## src/rtl/bit_count_pkg.sv

```systemverilog
// bit_count_pkg: shared types and helpers for the bit_count_engine slice.
//   state_e  - engine FSM states (IDLE, COUNT, DONE)
//   clog2    - ceiling log2, usable in constant expressions
//   sat_add  - unsigned add that clamps at a caller-supplied limit
package bit_count_pkg;

    typedef enum logic [1:0] {
        IDLE  = 2'd0,
        COUNT = 2'd1,
        DONE  = 2'd2
    } state_e;

    // Smallest r with 2**r >= v (clog2(1) = 0).
    function automatic int clog2(input int v);
        int r;
        r = 0;
        for (int i = 0; i < 31; i++) begin
            if ((1 << i) < v) r = i + 1;
        end
        return r;
    endfunction

    // a + b, clamped to lim; the 33-bit sum never wraps before the compare.
    function automatic logic [31:0] sat_add(input logic [31:0] a,
                                            input logic [31:0] b,
                                            input logic [31:0] lim);
        logic [32:0] s;
        s = {1'b0, a} + {1'b0, b};
        return (s > {1'b0, lim}) ? lim : s[31:0];
    endfunction

endpackage

```

## src/rtl/bit_count_engine_chunk_popcount.sv

```systemverilog
// chunk_popcount: combinational population count of one CHUNK_W-bit chunk.
//   chunk  in   CHUNK_W        bits to count
//   cnt    out  clog2(CHUNK_W+1) number of ones in chunk
module chunk_popcount
    import bit_count_pkg::*;
#(
    parameter int CHUNK_W = 8,
    localparam int CW = clog2(CHUNK_W + 1)
) (
    input  logic [CHUNK_W-1:0] chunk,
    output logic [CW-1:0]      cnt
);

    always_comb begin
        cnt = '0;
        for (int i = 0; i < CHUNK_W; i++) begin
            cnt = cnt + CW'(chunk[i]);
        end
    end

endmodule

```

## src/rtl/bit_count_engine.sv

```systemverilog
// bit_count_engine: multi-cycle population counter with a saturating frame total.
// Words arrive on a valid/ready handshake, are counted CHUNK_W bits per clock
// (ones, or zeros when in_mode=1) and the result is held until consumed.
// Optional feature macro: BITCNT_PARITY_EN adds out_parity (XOR of raw in_data).
// Ports:
//   clk, rst                 clock (rising edge), synchronous active-high reset
//   in_valid/in_ready        input handshake; in_ready is combinational
//   in_data, in_mode, in_last word, count-zeros select, end-of-frame flag
//   out_valid/out_ready      result handshake
//   out_count                per-word count
//   out_total                saturating frame total including this word
//   out_last                 result closes the frame
//   out_parity               (BITCNT_PARITY_EN only) XOR of all in_data bits
module bit_count_engine
    import bit_count_pkg::*;
#(
    parameter int DATA_W  = 32,
    parameter int CHUNK_W = 8,
    parameter int TOT_W   = 16
) (
    input  logic                         clk,
    input  logic                         rst,
    input  logic                         in_valid,
    output logic                         in_ready,
    input  logic [DATA_W-1:0]            in_data,
    input  logic                         in_mode,
    input  logic                         in_last,
    output logic                         out_valid,
    input  logic                         out_ready,
    output logic [clog2(DATA_W+1)-1:0]   out_count,
    output logic [TOT_W-1:0]             out_total,
    output logic                         out_last
`ifdef BITCNT_PARITY_EN
   ,output logic                         out_parity
`endif
);

    localparam int NCHUNK = DATA_W / CHUNK_W;
    localparam int CNT_W  = clog2(DATA_W + 1);
    localparam int CW     = clog2(CHUNK_W + 1);
    localparam int IDX_W  = clog2(NCHUNK + 1);
    localparam logic [31:0] TOT_MAX = (TOT_W >= 32) ? 32'hFFFF_FFFF
                                                    : ((32'd1 << TOT_W) - 32'd1);

    state_e             state_q, state_d;
    logic [DATA_W-1:0]  shreg_q, shreg_d;
    logic               mode_q, mode_d;
    logic               last_q, last_d;
    logic [IDX_W-1:0]   idx_q, idx_d;
    logic [CNT_W-1:0]   part_q, part_d;
    logic [TOT_W-1:0]   acc_q, acc_d;
    logic               out_valid_q, out_valid_d;
    logic [CNT_W-1:0]   out_count_q, out_count_d;
    logic [TOT_W-1:0]   out_total_q, out_total_d;
    logic               out_last_q, out_last_d;

    logic [CW-1:0]      chunk_cnt;
    logic [CW-1:0]      chunk_adj;
    logic [CNT_W-1:0]   word_cnt;
    logic               last_chunk;
    logic               accept;
    logic               result_load;

    chunk_popcount #(.CHUNK_W(CHUNK_W)) u_chunk (
        .chunk (shreg_q[CHUNK_W-1:0]),
        .cnt   (chunk_cnt)
    );

    // Accepting in DONE overlaps consuming the old result with taking a new word.
    assign in_ready    = (state_q == IDLE) || ((state_q == DONE) && out_ready);
    assign accept      = in_valid && in_ready;
    assign last_chunk  = (idx_q == IDX_W'(NCHUNK - 1));
    assign result_load = (state_q == COUNT) && last_chunk;

    always_comb begin
        chunk_adj = mode_q ? (CW'(CHUNK_W) - chunk_cnt) : chunk_cnt;
        word_cnt  = part_q + CNT_W'(chunk_adj);

        state_d     = state_q;
        shreg_d     = shreg_q;
        mode_d      = mode_q;
        last_d      = last_q;
        idx_d       = idx_q;
        part_d      = part_q;
        acc_d       = acc_q;
        out_valid_d = out_valid_q;
        out_count_d = out_count_q;
        out_total_d = out_total_q;
        out_last_d  = out_last_q;

        case (state_q)
            IDLE: ;
            COUNT: begin
                shreg_d = shreg_q >> CHUNK_W;
                part_d  = word_cnt;
                idx_d   = idx_q + 1'b1;
                if (last_chunk) begin
                    out_count_d = word_cnt;
                    out_total_d = TOT_W'(sat_add(32'(acc_q), 32'(word_cnt), TOT_MAX));
                    acc_d       = out_total_d;
                    out_last_d  = last_q;
                    out_valid_d = 1'b1;
                    state_d     = DONE;
                end
            end
            DONE: begin
                if (out_ready) begin
                    out_valid_d = 1'b0;
                    if (out_last_q) acc_d = '0;
                    state_d = IDLE;
                end
            end
            default: state_d = IDLE;
        endcase

        // Word capture is shared by IDLE and DONE; overrides the state defaults.
        if (accept) begin
            shreg_d = in_data;
            mode_d  = in_mode;
            last_d  = in_last;
            idx_d   = '0;
            part_d  = '0;
            state_d = COUNT;
        end
    end

    always_ff @(posedge clk) begin
        if (rst) begin
            state_q     <= IDLE;
            shreg_q     <= '0;
            mode_q      <= 1'b0;
            last_q      <= 1'b0;
            idx_q       <= '0;
            part_q      <= '0;
            acc_q       <= '0;
            out_valid_q <= 1'b0;
            out_count_q <= '0;
            out_total_q <= '0;
            out_last_q  <= 1'b0;
        end else begin
            state_q     <= state_d;
            shreg_q     <= shreg_d;
            mode_q      <= mode_d;
            last_q      <= last_d;
            idx_q       <= idx_d;
            part_q      <= part_d;
            acc_q       <= acc_d;
            out_valid_q <= out_valid_d;
            out_count_q <= out_count_d;
            out_total_q <= out_total_d;
            out_last_q  <= out_last_d;
        end
    end

    assign out_valid = out_valid_q;
    assign out_count = out_count_q;
    assign out_total = out_total_q;
    assign out_last  = out_last_q;

`ifdef BITCNT_PARITY_EN
    // Parity is taken from the raw word at accept, so in_mode never affects it.
    logic par_lat_q, par_lat_d;
    logic out_parity_q, out_parity_d;

    always_comb begin
        par_lat_d    = accept ? ^in_data : par_lat_q;
        out_parity_d = result_load ? par_lat_q : out_parity_q;
    end

    always_ff @(posedge clk) begin
        if (rst) begin
            par_lat_q    <= 1'b0;
            out_parity_q <= 1'b0;
        end else begin
            par_lat_q    <= par_lat_d;
            out_parity_q <= out_parity_d;
        end
    end

    assign out_parity = out_parity_q;
`endif

endmodule
```

## config.mk

```make
export PLATFORM = sky130hd
export DESIGN_NAME = bit_count_engine
export DESIGN_NICKNAME = d
export VERILOG_FILES = /design/src/rtl/bit_count_pkg.sv /design/src/rtl/bit_count_engine_chunk_popcount.sv /design/src/rtl/bit_count_engine.sv
export SDC_FILE = /design/constraint.sdc
export NUM_CORES = 1
export LEC_CHECK = 0
export CORE_ASPECT_RATIO = 0.8
export CORE_MARGIN = 10
export CORE_UTILIZATION = 54
export DETAILED_ROUTE_END_ITERATION = 10
export GPL_ROUTABILITY_DRIVEN = 0
export PLACE_DENSITY_LB_ADDON = 0.05
export RECOVER_POWER = 25
export SETUP_SLACK_MARGIN = 0.2
export SLEW_MARGIN = 15
export SYNTH_ARGS = -nofsm -noshare
export SYNTH_HDL_FRONTEND = slang
export SYNTH_HIERARCHICAL = 1
export SYNTH_SLANG_ARGS = --single-unit
```

## constraint.sdc

```tcl
create_clock -name clk -period 6.55 [get_ports clk]
set_clock_uncertainty 0.2 [all_clocks]
set_input_delay 1.31 -clock clk [delete_from_list [all_inputs] [get_ports clk]]
set_output_delay 1.31 -clock clk [all_outputs]
set_load 0.005 [all_outputs]
```

### Yosys cells after proc, flatten, opt, wreduce, memory -nomap -nowiden

Index checks and enable logic that the tools add are counted.

* word-level logic and storage cells: 61
* output and inout port bits: 25
* latch bits: 0
* bits in writable memories: 0
* memories kept: 0
* memory bits (read-only): 0
* flip-flop bits (word level): 85
* input port bits: 38

* muxes and demuxes: 15
* magnitude comparators: 1
* multiply operators: 0
* shift operators: 0
* add/subtract/negate cells: 11
* equal/unequal tests: 9
* divide/modulo/power cells: 0
* reduce and logical (&&, ||, !) cells: 12
* bitwise logic cells: 1

Operators with widths (number)
* 2-to-1 mux 16 bit: 4
* 2-to-1 mux 32 bit: 2
* case mux 16 bit (2 select lines): 1
* adder 4 x 1 -> 4 bit: 6
* adder 16 x 6 -> 17 bit: 1
* > comparator 17 x 16 -> 1 bit (second input constant): 1
* AND reduction 3 bit: 3
* != test 2 bit (second input constant): 4
* adder 6 x 4 -> 6 bit: 1
* != test 3 bit (second input constant): 2
* case mux 2 bit (3 select lines): 1
* 2-to-1 mux 2 bit: 2
* 2-to-1 mux 4 bit: 1
* AND reduction 4 bit: 1
* nonzero test 2 bit: 2
* subtractor 4 bit (first input constant): 1
* adder 3 x 1 -> 3 bit (second input constant): 1
* equality test 3 x 2 -> 1 bit (second input constant): 1
* 2-to-1 mux 1 bit: 3
* adder 1 x 1 -> 2 bit: 1
* equality test 2 x 1 -> 1 bit (second input constant): 1
* equality test 2 bit (second input constant): 1
* logical AND 1 bit: 2
* zero test 2 bit: 1
* other kinds (5): 5

### Longest topological paths before layout

Gate-level depths: netlist (run 1).

* depth after elaboration: 15
* gate-level depth with buffers: 24
* mapped depth without buffers: 23

### By module

Netlist (run 1), hierarchy kept.

By module, submodules not included
* bit_count_engine: area each 4052.6 um^2, cells an instance 501, times used 1, sequential area each 1701.6 um^2
* chunk_popcount: area each 190.2 um^2, cells an instance 24, times used 1, sequential area each 0.0 um^2

### Least setup slack after synthesis (run 1)

OpenSTA, ideal clock, no wires.

* path type: register to register
* from: reg shreg_q[0]
* to: reg acc_q[8]
* required time: 6.271 ns
* path buffers: 1
* setup time: 0.079 ns
* slack: 0.887 ns
* period minus slack after synthesis: 5.663 ns
* stages on the path, launching flop included: 25
* data arrival time: 5.384 ns
* cell sequence: dfxtp_1 -> inv_1 -> fa_1 -> fa_1 -> fa_1 -> inv_1 -> ha_1 -> inv_1 -> fa_1 -> inv_1 -> inv_1 -> ha_1 -> nand2_1 -> o21ai_0 -> fa_1 -> a21o_1 -> a21oi_1 -> xnor2_1 -> ha_1 -> a21oi_1 -> nor2b_1 -> or3_1 -> buf_6 -> a31o_1 -> a211oi_2

* word-level cells in the longest chain between the ends: 15

Ends and longest elaborated chain
* start: declaration: line bit_count_engine.sv:46 `logic [DATA_W-1:0] shreg_q, shreg_d;`
* start signal: assignment: line bit_count_engine.sv:142 `shreg_q <= shreg_d;`
* adder 1 x 1 -> 2 bit (*): line bit_count_engine_chunk_popcount.sv:17 `cnt = cnt + CW'(chunk[i]);`
* adder 4 x 1 -> 4 bit (*) (6 in series): line bit_count_engine_chunk_popcount.sv:17
* net chunk_cnt[1]: line bit_count_engine.sv:57 `logic [CW-1:0] chunk_cnt;`
* subtractor 4 bit: line bit_count_engine.sv:76 `chunk_adj = mode_q ? (CW'(CHUNK_W) - chunk_cnt) : chunk_cnt;`
* 2-to-1 mux 4 bit (*): line bit_count_engine.sv:76
* adder 6 x 4 -> 6 bit (*): line bit_count_engine.sv:77 `word_cnt = part_q + CNT_W'(chunk_adj);`
* net word_cnt[4]: line bit_count_engine.sv:59 `logic [CNT_W-1:0] word_cnt;`
* adder 16 x 6 -> 17 bit (*): line bit_count_pkg.sv:28 `s = {1'b0, a} + {1'b0, b};`
* > comparator 17 x 16 -> 1 bit: line bit_count_pkg.sv:29 `return (s > {1'b0, lim}) ? lim : s[31:0];`
* 2-to-1 mux 16 bit (*): line bit_count_pkg.sv:29
* 2-to-1 mux 16 bit (*): line bit_count_engine.sv:97 `if (last_chunk) begin`
* case mux 16 bit (2 select lines) (*): line bit_count_engine.sv:91 `case (state_q)`
* end signal: assignment: line bit_count_engine.sv:135 `acc_q <= '0;`
* end signal: assignment: line bit_count_engine.sv:147 `acc_q <= acc_d;`
* end: declaration: line bit_count_engine.sv:51 `logic [TOT_W-1:0] acc_q, acc_d;`

The timed path passes the listed nets; every way through them passes the cells marked *. The select of a mux whose other input is x is not followed.
A chain may end at the register's enable or synchronous reset.

### Final worst setup path (run 1)

* from: reg shreg_q[0]
* to: reg out_total_q[8], in the netlist out_total[8]

* word-level cells in the longest chain between the ends: 13

Ends and longest elaborated chain
* adder 1 x 1 -> 2 bit (*): line bit_count_engine_chunk_popcount.sv:17
* adder 4 x 1 -> 4 bit (*) (6 in series): line bit_count_engine_chunk_popcount.sv:17
* net chunk_cnt[1]: line bit_count_engine.sv:57
* subtractor 4 bit: line bit_count_engine.sv:76
* 2-to-1 mux 4 bit (*): line bit_count_engine.sv:76
* adder 6 x 4 -> 6 bit (*): line bit_count_engine.sv:77
* net word_cnt[4]: line bit_count_engine.sv:59
* adder 16 x 6 -> 17 bit (*): line bit_count_pkg.sv:28
* > comparator 17 x 16 -> 1 bit: line bit_count_pkg.sv:29
* 2-to-1 mux 16 bit (*): line bit_count_pkg.sv:29
* end signal: assignment: line bit_count_engine.sv:150 `out_total_q <= out_total_d;`
* end: declaration: line bit_count_engine.sv:54 `logic [TOT_W-1:0] out_total_q, out_total_d;`

The timed path passes the listed nets; every way through them passes the cells marked *.

==> results of run 1 <==
==> how the worst max path moves through the flow <==
stage	end	slack, ps	cells past startpoint
after global routing	out_total[6]$_SDFFE_PP0P_	190	23
final	out_total[8]$_SDFFE_PP0P_	410	23
after floorplan	acc_q[8]$_SDFFE_PP0P_	890	24
after global placement	out_total[6]$_SDFFE_PP0P_	550	22
after CTS	out_total[6]$_SDFFE_PP0P_	330	23
after detailed placement	out_total[6]$_SDFFE_PP0P_	380	23
==> power by group <==
group / internal (uW) / leakage, uW / total [uW] / switching (uW)
logic: 98.4 / 0.00116 / 229 / 130
registers: 536 / 0.000692 / 549 / 13.1
clock network: 174 / 0.0000854 / 360 / 186
total: 809 / 0.00194 / 1140 / 329
==> stage by stage <==
stage / cells / area (um2) / power (uW) / hold WS [ps]
2_1_floorplan: 525 / 4240 / 716 / 227
3_3_place_gp: 663 / 4900 / 780 / 238
3_5_place_dp: 663 / 4900 / 787 / 243
4_1_cts: 678 / 5080 / 1150 / 257
5_1_grt: 679 / 5120 / 1190 / 278
6_report: 679 / 5120 / 1140 / 254
==> final cells by class <==
cell class                 count  area [um2]  share of cell area
multi-input combinational    383        2360               0.461
inverter                      21        78.8              0.0154
clock inverter                 4        50.0             0.00977
sequential                    85        1700               0.332
tap                          105         131              0.0256
clock buffer                  11         131              0.0256
timing repair buffer          70         671               0.131
==> tightest hold or removal path: cells and delay by family, from the launching register on <==
| kind | cells | cell delay (ps) |
|---|---|---|
| AOI/OAI and AO/OA | 1 | 50 |
| DFF | 1 | 310 |
| and+or+nand+nor | 1 | 50 |
==> placed cells by master, fill, tap and decap left out, drive strengths merged, types with 3 or more instances in the layout <==
cell type      count
a211oi            15
a21o               3
a21oi             49
a22oi              9
a311oi            20
a31oi              4
and3               6
buf                7
clkbuf            13
clkdlybuf4s50     38
dfxtp             85
dlygate4sd3       23
fa                 6
ha                16
inv               21
nand2             93
nand2b             7
nand3             12
nand3b             3
nor2              54
nor2b              6
nor3               9
nor4               8
o21ai             15
o2bb2ai            3
o31ai              3
xnor2              8
xor2               8
==> kinds of logic after synthesis <==
logic type | count (synthesis) | synth area share
simple gates | 212 | 0.227
compound gates | 133 | 0.209
flops | 85 | 0.401
buf+inv | 57 | 0.0546
fa+ha+maj | 22 | 0.0755
xor+xnor | 16 | 0.0330
==> sequential cells by signal, summed over array words and instances, names as in the netlist <==
register	count
shreg_q	32
acc_q	16
out_total	16
out_count	6
part_q	6
idx_q	3
state_q	2
last_q	1
mode_q	1
out_last	1
out_valid	1
==> layer usage <==
layer	vias to the layer above	GRT usage	part of all wire
met1	1837	0.268	0.49
li1	1932	-	-
met3	9	0.0469	0.073
met5	-	0	0
met4	0	0.0572	0.0095
met2	138	0.250	0.43
==> timing repair <==
action                                  CTS  global route
buffers inserted                          0             1
hold buffers                              0             0
resized for setup                         0            10
endpoints found under the setup margin    0            23
==> impl_metrics.ini, run 1 <==
[clocking]
clk_pin_slew_ps = 80
cts_buffers = 9
clock_path_buffers = 2
htree_levels = 3
cts.sinks = 85
insertion_delay_ps = 350
clockRootBuffer = clkbuf_8
cts_tree = yes

[layout]
diodes = 0
utilization = 0.680
drive_gt1_frac = 0.0662
nNetsFinal = 630
syn_to_final_growth_pct = 20.8
fill_cells = 659

[timing]
max_freq_ghz = 0.163
drv_slew = 42
rsz0062_at_grt = no
finalSetupViolations = 0
layout_min_cycle_time_ps = 6140
relSlewSlack = -0.300
fin_tns_setup_ps = 0
min_period_over_period = 0.937
setup_slack_ps = 411
tightest_slew_ps = 1950
hold_viol_final = 0

[floorplan]
num_rows = 28
io_pins = 63
core-area_um2 = 7530
start_util = 0.563
fp.dieH_um = 99.3
die_x_um = 119
design.die.area_um2 = 11800

[setup_path]
startpoint = shreg_q[0]$_SDFFE_PP0P_
crit_type = register to register
cp_top_family = adder cells
startpoint_type = register
crit_fanout = 10
critPathMaxStageDelay_ps = 550
end_kind = register
worstPathCellList = inv_1 > fa_1 > fa_1 > fa_1 > inv_1 > ha_1 > inv_1 > fa_1 > inv_1 > inv_1 > ha_1 > nand2_1 > o21ai_0 > fa_1 > a21o_1 > a21oi_1 > xnor2_1 > ha_2 > a21oi_2 > nor2b_2 > or3_4 > a311oi_1 > nor4_1
r2r_start = shreg_q[0]$_SDFFE_PP0P_
cp.arrival_ps = 6120
r2r_cells = 23
rrSetupSlack_ps = 410
timing.rr.end = out_total[8]$_SDFFE_PP0P_
crit_buf_inv = 5
cpMaxStageDelayCell = fa_1
cp.required_ps = 6530

[pwr]
peakVddDrop_v = 0.000127
leakagePower_uw = 0.00194
power_density_nw_per_um2 = 222

[synth]
synth_top_cells_by_area = dfxtp_1 (40%), nand2_1 (8.2%), a21oi_1 (5.8%), nor2_1 (4.8%), ha_1 (4.7%)
synth_edf_count = 0
yosysMostFrequentCell = nand2_1
async_reset_ff_frac = 0
ys_ff_latch = 85
ys_types = 53
postSynthAreaPerCell_um2 = 8.08
synthTopCellsByCount = nand2_1 (93), dfxtp_1 (85), nor2_1 (54)
synth_top_area_frac = 0.401
synth_area_um2 = 4240
yosysTopAreaCell = dfxtp_1
ys_seq_area_frac = 0.401
synth_flop_cell = dfxtp_1
yosys_warnings = 6
syn_nets = 585
syn_inst = 525

[min_path]
hp-class = register to register
hold_depth = 2
holdPathEnd = out_count[3]$_SDFFE_PP0P_
hold_start = out_count[3]$_SDFFE_PP0P_

[routing]
finalWirelength_mm = 11.0
antenna_left = 0
dr.first_iter.drc_count = 345
drc = 0
drt_pass1_iterations = 5
routedWlPerCell_um = 16.2
vias = 3916
via_per_inst = 5.77

[run_status]
violations = capacitance limit, slew limit
status = complete, but fails checks

[placement]
hpwlAfterDp_mm = 7.76
pre_cts_ws_ps = 375
port_buffers = 62

[global_route]
grt_overflow_total = 0
antenna_found_initial = 0
grt_pass1_vias = 3496
grt_max_degree = 42
grt_pass1_wl_mm = 17.9
track_usage = 0.182

[run]
cap_violations = 1
Note: power is estimated with default switching activity, not from simulation.
==> run 2: changes to the inputs <==
--- a/config.mk
+++ b/config.mk
@@ -7,7 +7,7 @@
 export LEC_CHECK = 0
 export CORE_ASPECT_RATIO = 0.8
 export CORE_MARGIN = 10
-export CORE_UTILIZATION = 54
+export CORE_UTILIZATION = 45
 export DETAILED_ROUTE_END_ITERATION = 10
 export GPL_ROUTABILITY_DRIVEN = 0
 export PLACE_DENSITY_LB_ADDON = 0.05
==> run 2 against run 1 <==
  * The flow still finishes with violations (capacitance limit, slew limit)
  * Flip-flop and latch count unchanged
  * Power up 12%
  * Sequential share of layout area down 0.74 points
  * Largest power group unchanged
  * Critical path depth down 3
==> impl_metrics.ini, run 2 (synthesis gave the netlist of run 1 again) <==
[run_status]
status = complete, but fails checks
violations = capacitance limit, slew limit

[placement]
port_buffers = 62
hpwlAfterDp_mm = 7.89
dpl_cell_area_um2 = 4920
pre_cts_ws_ps = 448

[global_route]
grt_pass1_vias = 3636
track_usage = 0.162
antenna_found_initial = 0
grt_pass1_wl_mm = 18.6
grt_overflow_total = 0
grt_max_degree = 54

[layout]
largest_reg_flops = 32
utilization = 0.575
fill_cells = 849
syn_to_final_growth_pct = 23.5
seqCellArea_um2 = 1700
final_common_cell = nand2_1
drive_gt1_frac = 0.0696
nNetsFinal = 631
diodes = 0
largest_register = shreg_q
multi_input_area_um2 = 2350
mostFrequentLayoutCells = nand2_1 (93), dfxtp_1 (85), nor2_1 (53)
final_area_um2 = 5240

[timing]
min_period_over_period = 0.937
fin_tns_setup_ps = 0
drv_slew = 54
tightest_slew_ps = 2360
relSlewSlack = -0.572
setup_slack_ps = 415
holdWs_ps = 252
hold_viol_final = 0
finalSetupViolations = 0
rsz0062_at_grt = no
max_freq_ghz = 0.163
layout_min_cycle_time_ps = 6140

[clocking]
htree_levels = 3
clock_path_buffers = 2
cts_buffers = 9
clk_pin_slew_ps = 60
cts.sinks = 85
clockRootBuffer = clkbuf_16
cts_setup_buffers = 0
insertion_delay_ps = 340
postCtsHoldBufs = 0
cts_tree = yes
post_cts_resized = 0

[pwr]
power_density_nw_per_um2 = 243
peakVddDrop_v = 0.000196
leakagePower_uw = 0.00200

[min_path]
hp-class = register to register

[floorplan]
io_pins = 63
start_util = 0.465
design.die.area_um2 = 13700
fp.dieH_um = 107
num_rows = 31
core-area_um2 = 9110
die_x_um = 129

[routing]
drt_pass1_iterations = 5
antenna_left = 0
dr.first_iter.drc_count = 338
vias = 3883
finalWirelength_mm = 11.2
drc = 0
routedWlPerCell_um = 16.2
via_per_inst = 5.63

[setup_path]
crit_fanout = 10
cpMaxStageDelayCell = fa_1
crit_path_frequent_cell = fa_1
startpoint_type = register
worstPathCellList = inv_1 > fa_1 > fa_1 > fa_1 > inv_1 > ha_1 > inv_1 > fa_1 > xnor2_1 > nor4b_1 > xor2_1 > ha_1 > and3_1 > a221o_1 > xor2_1 > ha_1 > o2111a_2 > or3_4 > a311oi_1 > nor4_1
crit_type = register to register
critPathMaxStageDelay_ps = 550
end_kind = register
cp.arrival_ps = 6060
cp.required_ps = 6470

[run]
cap_violations = 1
==> run 2: final cells by class <==
class                   count  area share
flip-flops and latches     85       0.325
clock inverters             3     0.00382
well taps                 115      0.0275
clock buffers              12      0.0509
repair buffers             71       0.129
inverters                  21      0.0150
multi-input cells         383       0.449
==> run 2: power breakdown <==
part	total [uW]	switching (uW)	internal, uW
clock network	488	203	285
registers	550	12.7	537
logic	233	134	99.3
total	1270	349	922
==> run 2: layer usage <==
metal	vias up	track usage	wire, um
met3	10	0.0448	645
li1	1932	-	-
met5	-	0	0
met1	1845	0.239	5860
met2	96	0.227	4600
met4	0	0.0389	101
==> run 2: worst paths after layout <==
path	start	to	slack [ps]	depth (start not counted)
setup / recovery	shreg_q[0]$_SDFFE_PP0P_	out_total[14]$_SDFFE_PP0P_	410	20
hold / removal	out_count[1]$_SDFFE_PP0P_	out_count[1]$_SDFFE_PP0P_	250	2
setup reg to reg	shreg_q[0]$_SDFFE_PP0P_	out_total[14]$_SDFFE_PP0P_	410	20
hold reg to reg	out_count[1]$_SDFFE_PP0P_	out_count[1]$_SDFFE_PP0P_	250	2
==> run 2: critical path: cells and delay by family, from the launching register on <==
kind	cells	cell delay, ps
compound gates	3	830
fa+ha+maj	7	2610
simple gates	4	1080
buf+inv	3	190
xor+xnor	3	650
flops	1	330
==> run 2: metrics by stage <==
step           total power, uW  std cells
3_3_place_gp               787        675
3_5_place_dp               792        675
2_1_floorplan              716        525
4_1_cts                   1280        690
5_1_grt                   1340        690
6_report                  1270        690
